<file path="src/rtl/pipe_stage_reg.sv">
// pipe_stage_reg: parametrised inter-stage pipeline register.
// Carries a datapath bundle and a control bundle through DEPTH cascaded
// slots with a valid bit per slot. Stall holds every slot. Flush turns
// every slot into a bubble. A slot that is not valid always carries
// all-zero control bits, so a bubble can never write the register file or
// memory. All outputs come straight from flops.
// DEPTH must lie in 1..4 and 2**CNT_W must exceed DEPTH.
module pipe_stage_reg #(
    parameter int DATA_W     = 69,
    parameter int CTRL_W     = 3,
    parameter int DEPTH      = 1,
    parameter bit CLEAR_DATA = 1'b0,
    parameter int CNT_W      = 3
) (
    input  logic              clk,
    input  logic              rst,
    input  logic              stall,
    input  logic              flush,
    input  logic              in_valid,
    input  logic [DATA_W-1:0] in_data,
    input  logic [CTRL_W-1:0] in_ctrl,
    output logic              out_valid,
    output logic [DATA_W-1:0] out_data,
    output logic [CTRL_W-1:0] out_ctrl,
    output logic [CNT_W-1:0]  occupancy
);

    // Slot 0 is the entry slot. Slot DEPTH-1 drives the outputs.
    logic [DEPTH-1:0]  valid_q;
    logic [DEPTH-1:0]  valid_d;
    logic [CTRL_W-1:0] ctrl_q [DEPTH];
    logic [CTRL_W-1:0] ctrl_d [DEPTH];
    logic [DATA_W-1:0] data_q [DEPTH];
    logic [DATA_W-1:0] data_d [DEPTH];
    logic [CNT_W-1:0]  occ_q;
    logic [CNT_W-1:0]  occ_d;

    // Control and data values that enter slot 0 on a normal advance.
    // Control is zeroed for a bubble. Data is also zeroed when CLEAR_DATA is set.
    logic [CTRL_W-1:0] entry_ctrl;
    logic [DATA_W-1:0] entry_data;

    // Occupancy deltas, widened to the counter width.
    logic [CNT_W-1:0]  enter_cnt;
    logic [CNT_W-1:0]  leave_cnt;

    // Entry-slot contents, before the priority between hold and advance is applied.
    always_comb begin
        entry_ctrl = in_valid ? in_ctrl : '0;
        entry_data = in_data;
        if (CLEAR_DATA && !in_valid) begin
            entry_data = '0;
        end
        enter_cnt = CNT_W'(in_valid);
        leave_cnt = CNT_W'(valid_q[DEPTH-1]);
    end

    // Next-state of every slot and of the counter. Flush wins over stall,
    // and stall wins over a normal advance. Reset is handled in the register.
    always_comb begin
        valid_d = valid_q;
        occ_d   = occ_q;
        for (int k = 0; k < DEPTH; k++) begin
            ctrl_d[k] = ctrl_q[k];
            data_d[k] = data_q[k];
        end

        if (flush) begin
            valid_d = '0;
            occ_d   = '0;
            for (int k = 0; k < DEPTH; k++) begin
                ctrl_d[k] = '0;
                if (CLEAR_DATA) begin
                    data_d[k] = '0;
                end
            end
        end else if (!stall) begin
            valid_d[0] = in_valid;
            ctrl_d[0]  = entry_ctrl;
            data_d[0]  = entry_data;
            for (int k = 1; k < DEPTH; k++) begin
                valid_d[k] = valid_q[k-1];
                ctrl_d[k]  = ctrl_q[k-1];
                data_d[k]  = data_q[k-1];
            end
            occ_d = occ_q + enter_cnt - leave_cnt;
        end
    end

    // Slot and counter registers. A synchronous reset clears every field.
    always_ff @(posedge clk) begin
        if (rst) begin
            valid_q <= '0;
            occ_q   <= '0;
            for (int k = 0; k < DEPTH; k++) begin
                ctrl_q[k] <= '0;
                data_q[k] <= '0;
            end
        end else begin
            valid_q <= valid_d;
            occ_q   <= occ_d;
            for (int k = 0; k < DEPTH; k++) begin
                ctrl_q[k] <= ctrl_d[k];
                data_q[k] <= data_d[k];
            end
        end
    end

    // The last slot feeds the outputs directly. Its ctrl is already zero when
    // the slot is invalid, so no output gating is needed.
    assign out_valid = valid_q[DEPTH-1];
    assign out_ctrl  = ctrl_q[DEPTH-1];
    assign out_data  = data_q[DEPTH-1];
    assign occupancy = occ_q;

endmodule

</file>
<file path="config.mk">
export PLATFORM = sky130hd
export DESIGN_NAME = pipe_stage_reg
export DESIGN_NICKNAME = d
export VERILOG_FILES = /design/src/rtl/pipe_stage_reg.sv
export SDC_FILE = /design/constraint.sdc
export NUM_CORES = 1
export LEC_CHECK = 0
export CAP_MARGIN = 25
export CORE_MARGIN = 5
export CORE_UTILIZATION = 41
export CTS_CLUSTER_SIZE = 25
export DETAILED_ROUTE_END_ITERATION = 12
export GPL_ROUTABILITY_DRIVEN = 1
export PLACE_DENSITY = 0.91
export SLEW_MARGIN = 20
export SYNTH_ARGS = -nofsm -noshare
export SYNTH_HDL_FRONTEND = slang
export SYNTH_SLANG_ARGS = --single-unit
</file>
<file path="constraint.sdc">
create_clock -name clk -period 5.03 [get_ports clk]
set_clock_uncertainty 0.1 [all_clocks]
set_input_delay 1.006 -clock clk [delete_from_list [all_inputs] [get_ports clk]]
set_output_delay 1.006 -clock clk [all_outputs]
set_load 0.02 [all_outputs]
</file>
==> Word-level counts from Yosys, hierarchy flattened <==
Memories as Yosys holds them, arrays and structs flattened.
Index checks and enable logic that the tools add are counted.
{ "word_totals": {"reg_bits": 4, "latch_bits": 0, "ramBits": 72, "mem_bits_ro": 0, "in_bits": 77, "output_inout_bits": 76, "word_cells": 21, "mem_count": 2} }
{ "memory_table": {"columns": ["name", "words", "word_bits", "rd", "rd_ports_with_merged_regs", "write_ports", "line_no", "rtl"], "rows": [
  ["data_q", 1, 69, 1, 0, 1, "33", "logic [DATA_W-1:0] data_q [DEPTH];"],
  ["ctrl_q", 1, 3, 1, 0, 1, "31", "logic [CTRL_W-1:0] ctrl_q [DEPTH];"]
]} }
{ "op_classes": {"add_sub_neg": 2, "n_mul": 0, "div_mod_pow": 0, "magnitude_cmp": 0, "n_eq_ne": 0, "shift": 0, "muxes": 12, "bitwise": 0, "reduce_logical": 3} }
{ "op_table": {"columns": ["cell", "count"], "rows": [
  ["$mux 69", 3],
  ["$reduce_or 69->1", 1],
  ["$mux 3", 4],
  ["$mux 1", 5],
  ["$add 3x1->3", 1],
  ["$reduce_or 3->1", 1],
  ["$sub 3x1->3", 1],
  ["$reduce_or 2->1", 1]
]} }

==> Longest topological paths before layout <==
Gate-level depths: netlist of run 1.
{ "depth": {"depth_word": 4, "ltp_mapped": 9, "ltp_nobuf": 9} }

==> Worst setup path after synthesis of run 1 <==
No wires, ideal clock.
{ "synth_path": {"path_type": "input-to-reg", "startpoint": "in in_valid", "endpoint": "reg occ_q[2] (netlist: occupancy[2])", "setup_ps": 70, "arrival_time_ps": 2087, "required_time_ps": 4860, "setup_slack_ps": 2773, "path_stages": 6, "n_path_buf": 0, "cell_sequence": "ha_1 > inv_1 > fa_1 > xnor2_1 > or3_1 > a21oi_1"} }
{ "synth_via": {"elab_chain_cells": 2} }
{ "synth_rtl": {"columns": ["element", "line_no", "rtl"], "rows": [
  ["from (decl)", "19", "input logic in_valid,"],
  ["$add 3x1->3", "86", "occ_d = occ_q + enter_cnt - leave_cnt;"],
  ["$sub 3x1->3", "86", null],
  ["to (signal assigned)", "94", "occ_q <= '0;"],
  ["to (signal assigned)", "101", "occ_q <= occ_d;"],
  ["to (decl)", "35", "logic [CNT_W-1:0] occ_q;"]
]} }
Every way passes these cells.
A chain may end at the register's enable or synchronous reset.

==> Worst setup path after layout of run 1 <==
{ "layout_path": {"startpoint": "in stall", "endpoint": "mem data_q[0][64]"} }
{ "layout_via": {"elab_chain_cells": 3} }
{ "layout_rtl": {"columns": ["element", "line_no", "rtl"], "rows": [
  ["from (decl)", "17", "input logic stall,"],
  ["$mux 69 (2 in a row)", null, null],
  ["$mux 69 (no line)", null, null],
  ["to (decl)", "33", null]
]} }
Every way passes these cells.

==> flow_metrics.env, run 1 <==
export IMPL_comb_power_share=0.150
export IMPL_cts_tree="built"
export IMPL_path_buf_inv=2
export IMPL_num_rows=29
export IMPL_fin_crit_ns=2.91
export IMPL_antenna_found_initial=0
export IMPL_synthTopCellsByCount="nand2_1, dfxtp_1, a21oi_1, clkbuf_1, buf_2"
export IMPL_clock_power_share=0.396
export IMPL_start_util=0.423
export IMPL_gp_congestion=0.715
export IMPL_cp_top_family="buffers and inverters"
export IMPL_ys_seq_elements=76
export IMPL_synth_avg_cell_area_sq_um=8.02
export IMPL_die_h_microns=90.9
export IMPL_rrSetupSlack_ns=3.01
export IMPL_grt_busiest_layer="met2"
export IMPL_ant_nets=0
export IMPL_io_pins=153
export IMPL_cp_end_kind="flip-flop"
export IMPL_detailed_place_hpwl_mm=5.62
export IMPL_fin_setup_tns_ns=0
export IMPL_ys_seq_area_frac=0.567
export IMPL_power_density_nw_per_um2=318
export IMPL_syn_instance_count=335
export IMPL_hold_viol=0
export IMPL_outcome="complete, no violations"
export IMPL_fin_crit_sh=0.579
export IMPL_clk_pin_slew_ns=0.07
export IMPL_vias=2647
export IMPL_r2r_end="occupancy[2]"
export IMPL_async_reset_ff_frac=0
export IMPL_stdcell_count=557
export IMPL_die_w_microns=90.9
export IMPL_drv_cap=0
export IMPL_seqPwrFrac=0.453
export IMPL_hold_path_end="data_q[0][32]"
export IMPL_cts_buffers_inserted=9
export IMPL_crit_type="input port to flip-flop"
export IMPL_slew_headroom=0.507
export IMPL_r2r_cells=9
export IMPL_drt_iter0_markers=80
export IMPL_clkSinkCount=76
export IMPL_drc=0
export IMPL_min_path_cells=2
export IMPL_setup_ws_ns=2.12
export IMPL_power_switching_uw=317
export IMPL_arrival_ns=3.06
export IMPL_ys_flop_type="dfxtp_1"
export IMPL_core_area_sq_um=6350
export IMPL_slew_violations=0
export IMPL_fill_cells=495
export IMPL_synthMostInstantiatedCell="nand2_1"
export IMPL_power_leakage_nw=1.63
export IMPL_slowest_stage="nor2_4"
export IMPL_p_sw_frac=0.224
export IMPL_die_area_sq_um=8270
export IMPL_detail_route_wl_per_cell_microns=13.8
export IMPL_nets=555
export IMPL_drive_gt1_frac=0.0438
export IMPL_postCtsHoldBufs=0
export IMPL_grt_pass1_wl_mm=12.5
export IMPL_area_delta_synth_final_pct=65.6
export IMPL_dp_cells=541
export IMPL_clock_root_buffer="clkbuf_8"
export IMPL_synth_area_sq_um=2690
export IMPL_synth_warnings=0
export IMPL_synth_edf_count=0
export IMPL_grt_overflow=0
export IMPL_routed_wl_mm=7.68
export IMPL_htreeDepth=3
export IMPL_synth_cell_types=20
export IMPL_use_met2=0.303
export IMPL_clockBufferDepth=2
export IMPL_gr_usage_all_layers=0.182
export IMPL_num_antenna_cells=0
export IMPL_rsz0062_at_grt="false"
export IMPL_netlist_top_cells_area="dfxtp_1, nand2_1, a21oi_1, buf_2, clkbuf_1"
export IMPL_pre_cts_slack_ns=1.75
export IMPL_p_int_mw=1.10
export IMPL_worstSkewPairLatency_ns=0.32
export IMPL_timing_hold_ws_ns=0.356
export IMPL_min_path_type="flip-flop to flip-flop"
export IMPL_drtPass1Iterations=4
export IMPL_synth_top_area_frac=0.567
export IMPL_clock_fmax_mhz=344
export IMPL_required_ns=5.18
export IMPL_start_kind="input port"
export IMPL_use_met3=0.0583
export IMPL_crit_fanout=37
export IMPL_grt_use_met1=0.212
export IMPL_cts_setup_buffers=0
export IMPL_power_mw=1.42
export IMPL_vdd_ir_drop_worst_uv=235
export IMPL_path_cells="clkdlybuf4s50_1 > nor2_4 > buf_4 > nand2_1 > a21oi_1"
export IMPL_io_buffers=152
export IMPL_reg2reg_from="occupancy[0]"
export IMPL_crit_path_max_incr_delay_ns=0.66
export IMPL_cts_resized=0
export IMPL_setup_viol=0
export IMPL_avgViaCountPerCell=4.75
export IMPL_postSynthNetCount=415
export IMPL_grt_pass1_vias=2663
export IMPL_grt_max_degree=70
export IMPL_synth_area_leader_cell="dfxtp_1"
export IMPL_min_delay_start="data_q[0][32]"
export IMPL_tightest_slew_ns=0.740
## stage by stage
stage | util | area [sq um]
floorplan | - | 2690
global placement | 0.660 | 4190
detailed placement | 0.661 | 4200
CTS | 0.700 | 4450
global route | 0.700 | 4450
finish | 0.700 | 4450
## worst register-to-register path: stages (launching register included)
cell and delay, ns:
dfxtp_1 0.35, inv_1 0.05, ha_1 0.26, inv_1 0.05, ha_1 0.12, inv_1 0.04, fa_1 0.37, xnor2_1 0.15
or3_1 0.30, a21oi_1 0.14
## worst max path at each step
stage,start,endpoint,slack (ns),depth (start not counted)
floorplan,in_valid,occupancy[2],2.77,6
global placement,stall,data_q[0][1],1.78,4
detailed placement,stall,data_q[0][64],1.75,5
CTS,stall,data_q[0][64],2.11,5
global route,stall,data_q[0][8],1.89,5
finish,stall,data_q[0][64],2.12,5
## final cells by class
class	count	area, sq um	area share
clock buffer	12	155	0.0349
tap	77	96.3	0.0217
sequential	76	1520	0.342
multi-input combinational	231	1030	0.233
clock inverter	4	95.1	0.0214
timing repair buffer	154	1530	0.344
inverter	3	11.3	0.00253
## sequential cells by signal, indices dropped and copies added, names as in the netlist
register / cells
data_q: 69
ctrl_q: 3
occupancy: 3
out_valid: 1
## per-layer routing
| layer | routed length, microns | vias up |
|---|---|---|
| li1 | - | 1348 |
| met1 | 3160 | 1179 |
| met2 | 3800 | 103 |
| met3 | 556 | 17 |
| met4 | 166 | 0 |
| met5 | 0 | - |
## power by group through the flow
stage	Combinational (mW)	Clock (mW)	Sequential (mW)
final	0.213	0.561	0.642
after global routing	0.229	0.603	0.645
after CTS	0.215	0.578	0.642
after detailed placement	0.214	0	0.656
after global placement	0.210	0	0.654
after floorplan	0.0595	0	0.687
## cell usage in the layout (no fill, tap or decap), drive strengths merged
cell           instances
a21oi                 72
a22oi                  3
buf                    3
bufinv                 3
clkbuf                12
clkdlybuf4s50        151
clkinv                 1
dfxtp                 76
fa                     1
ha                     2
inv                    3
mux2i                  1
nand2                138
nor2                   8
nor2b                  1
o21ai                  1
or2                    2
or3                    1
xnor2                  1
## cells by family (layout without fill, tap and decap cells)
logic type / Yosys count / count (layout) / share of synthesized area
AO/OA/AOI/OAI: 76 / 76 / 0.144
XOR/XNOR: 1 / 1 / 0.00326
adder cells (fa/ha/maj): 3 / 3 / 0.0168
buffers and inverters: 28 / 173 / 0.0508
flip-flops: 76 / 76 / 0.567
multiplexers: 1 / 1 / 0.00373
AND/OR/NAND/NOR: 150 / 150 / 0.214
Note: power is estimated with default switching activity, not from simulation.
==> run 2: changes to the inputs <==
--- a/config.mk
+++ b/config.mk
@@ -7,11 +7,11 @@
 export LEC_CHECK = 0
 export CAP_MARGIN = 25
 export CORE_MARGIN = 5
-export CORE_UTILIZATION = 41
+export CORE_UTILIZATION = 34
 export CTS_CLUSTER_SIZE = 25
 export DETAILED_ROUTE_END_ITERATION = 12
 export GPL_ROUTABILITY_DRIVEN = 1
-export PLACE_DENSITY = 0.91
+export PLACE_DENSITY = 0.82
 export SLEW_MARGIN = 20
 export SYNTH_ARGS = -nofsm -noshare
 export SYNTH_HDL_FRONTEND = slang
==> constraint.sdc (replaced) <==
create_clock -name clk -period 2.6 [get_ports clk]
set_clock_uncertainty 0.1 [all_clocks]
set_input_delay 0.52 -clock clk [delete_from_list [all_inputs] [get_ports clk]]
set_output_delay 0.52 -clock clk [all_outputs]
set_load 0.02 [all_outputs]
==> run 2 against run 1 <==
Utilization fell by 11 points. Clock-buffer cell count did not move. First-iteration DRC count fell by 26%. Total power rose by 99%. Critical path type is now flip-flop to output port. Critical endpoint is now occupancy[1].
==> flow_metrics.env, run 2 (same netlist as run 1, synthesis figures left out) <==
export IMPL_start_kind="flip-flop"
export IMPL_vias=2654
export IMPL_slew_headroom=0.562
export IMPL_avgViaCountPerCell=4.54
export IMPL_final_common_cell="clkdlybuf4s50_1"
export IMPL_tightest_slew_ns=0.656
export IMPL_detailed_place_hpwl_mm=5.51
export IMPL_clkSinkCount=76
export IMPL_antenna_found_initial=0
export IMPL_grt_max_degree=70
export IMPL_use_met3=0.0750
export IMPL_clock_fmax_mhz=495
export IMPL_clock_root_buffer="clkbuf_8"
export IMPL_grt_pass1_vias=2631
export IMPL_slew_violations=0
export IMPL_path_cells="clkdlybuf4s50_1"
export IMPL_required_ns=1.98
export IMPL_num_antenna_cells=0
export IMPL_drt_iter0_markers=59
export IMPL_detail_route_wl_per_cell_microns=12.9
export IMPL_arrival_ns=1.40
export IMPL_postCtsHoldBufs=0
export IMPL_die_h_microns=98.9
export IMPL_min_path_type="flip-flop to flip-flop"
export IMPL_ant_nets=0
export IMPL_grt_pass1_wl_mm=12.3
export IMPL_worstSkewPairLatency_ns=0.32
export IMPL_gr_usage_all_layers=0.153
export IMPL_grt_overflow=0
export IMPL_grt_busiest_layer="met2"
export IMPL_cp_top_family="buffers and inverters"
export IMPL_outcome="complete, no violations"
export IMPL_routed_wl_mm=7.54
export IMPL_setup_viol=0
export IMPL_core_area_sq_um=7730
export IMPL_fin_crit_sh=0.777
export IMPL_num_rows=32
export IMPL_setup_ws_ns=0.580
export IMPL_crit_type="flip-flop to output port"
export IMPL_clockBufferDepth=2
export IMPL_drv_cap=0
export IMPL_largest_reg_flops=69
export IMPL_pre_cts_slack_ns=0.272
export IMPL_grt_use_met1=0.167
export IMPL_io_buffers=152
export IMPL_fin_crit_ns=2.02
export IMPL_largest_register="data_q"
export IMPL_cts_tree="built"
export IMPL_clk_pin_slew_ns=0.08
export IMPL_path_buf_inv=1
export IMPL_power_leakage_nw=1.65
export IMPL_die_w_microns=98.9
export IMPL_drtPass1Iterations=4
export IMPL_drc=0
export IMPL_crit_fanout=4
export IMPL_die_area_sq_um=9770
export IMPL_start_util=0.347
export IMPL_htreeDepth=3
export IMPL_cts_buffers_inserted=9
export IMPL_use_met2=0.260
export IMPL_area_delta_synth_final_pct=69.0
export IMPL_crit_path_max_incr_delay_ns=0.65
export IMPL_io_pins=153
export IMPL_fin_setup_tns_ns=0
export IMPL_cts_setup_buffers=0
export IMPL_vdd_ir_drop_worst_uv=435
export IMPL_nets=558
export IMPL_cts_resized=0
export IMPL_power_density_nw_per_um2=621
export IMPL_slowest_stage="clkdlybuf4s50_1"
export IMPL_layout_common_cells="clkdlybuf4s50_1, nand2_1, dfxtp_1"
export IMPL_rsz0062_at_grt="false"
export IMPL_rrSetupSlack_ns=0.59
export IMPL_cp_end_kind="output port"
export IMPL_drive_gt1_frac=0.0476
export IMPL_hold_viol=0
export IMPL_gp_congestion=0.771
==> run 2: area by class of cell <==
class	count	area, sq um
Multi-Input combinational cell	231	1030
Fill cell	687	3190
Sequential cell	76	1520
Inverter	3	11.3
Tap cell	102	128
Timing Repair Buffer	157	1580
Clock buffer	12	145
Clock inverter	4	120
==> run 2: path summary, 6_finish.rpt <==
check | start | to | cells past startpoint
max | occupancy[1] | occupancy[1] | 1
min | data_q[0][18] | data_q[0][18] | 2
max reg2reg | occupancy[0] | occupancy[2] | 9
min reg2reg | data_q[0][18] | data_q[0][18] | 2
==> run 2: worst reg2reg max path: cells and delay by family, from the launching register on <==
family / cells / cell delay [ns]
adders and majority gates: 3 / 0.76
DFF: 1 / 0.35
and+or+nand+nor: 1 / 0.30
buffers and inverters: 3 / 0.15
xor gates and xnor gates: 1 / 0.14
AOI/OAI and AO/OA: 1 / 0.14
==> run 2: layer usage <==
layer,vias to the layer above,wire length [microns]
li1,1355,-
met1,1191,3040
met2,100,3650
met3,8,779
met4,0,72
met5,-,0
==> run 2: power breakdown <==
part,total [mW],switching [mW],internal (mW),leakage (nW)
combinational,0.419,0.192,0.227,0.899
clock,1.16,0.396,0.762,0.131
sequential,1.24,0.0252,1.22,0.621
total,2.82,0.613,2.20,1.65
==> run 2: through the flow <==
stage	area (sq um)	utilization	power (mW)	hold slack, ns	cells
after floorplan	2690	-	1.44	0.433	335
after global placement	4270	0.553	1.68	0.340	569
after detailed placement	4270	0.553	1.69	0.347	569
after CTS	4540	0.587	2.86	0.356	585
after global routing	4540	0.587	2.94	0.378	585
final	4540	0.587	2.82	0.356	585
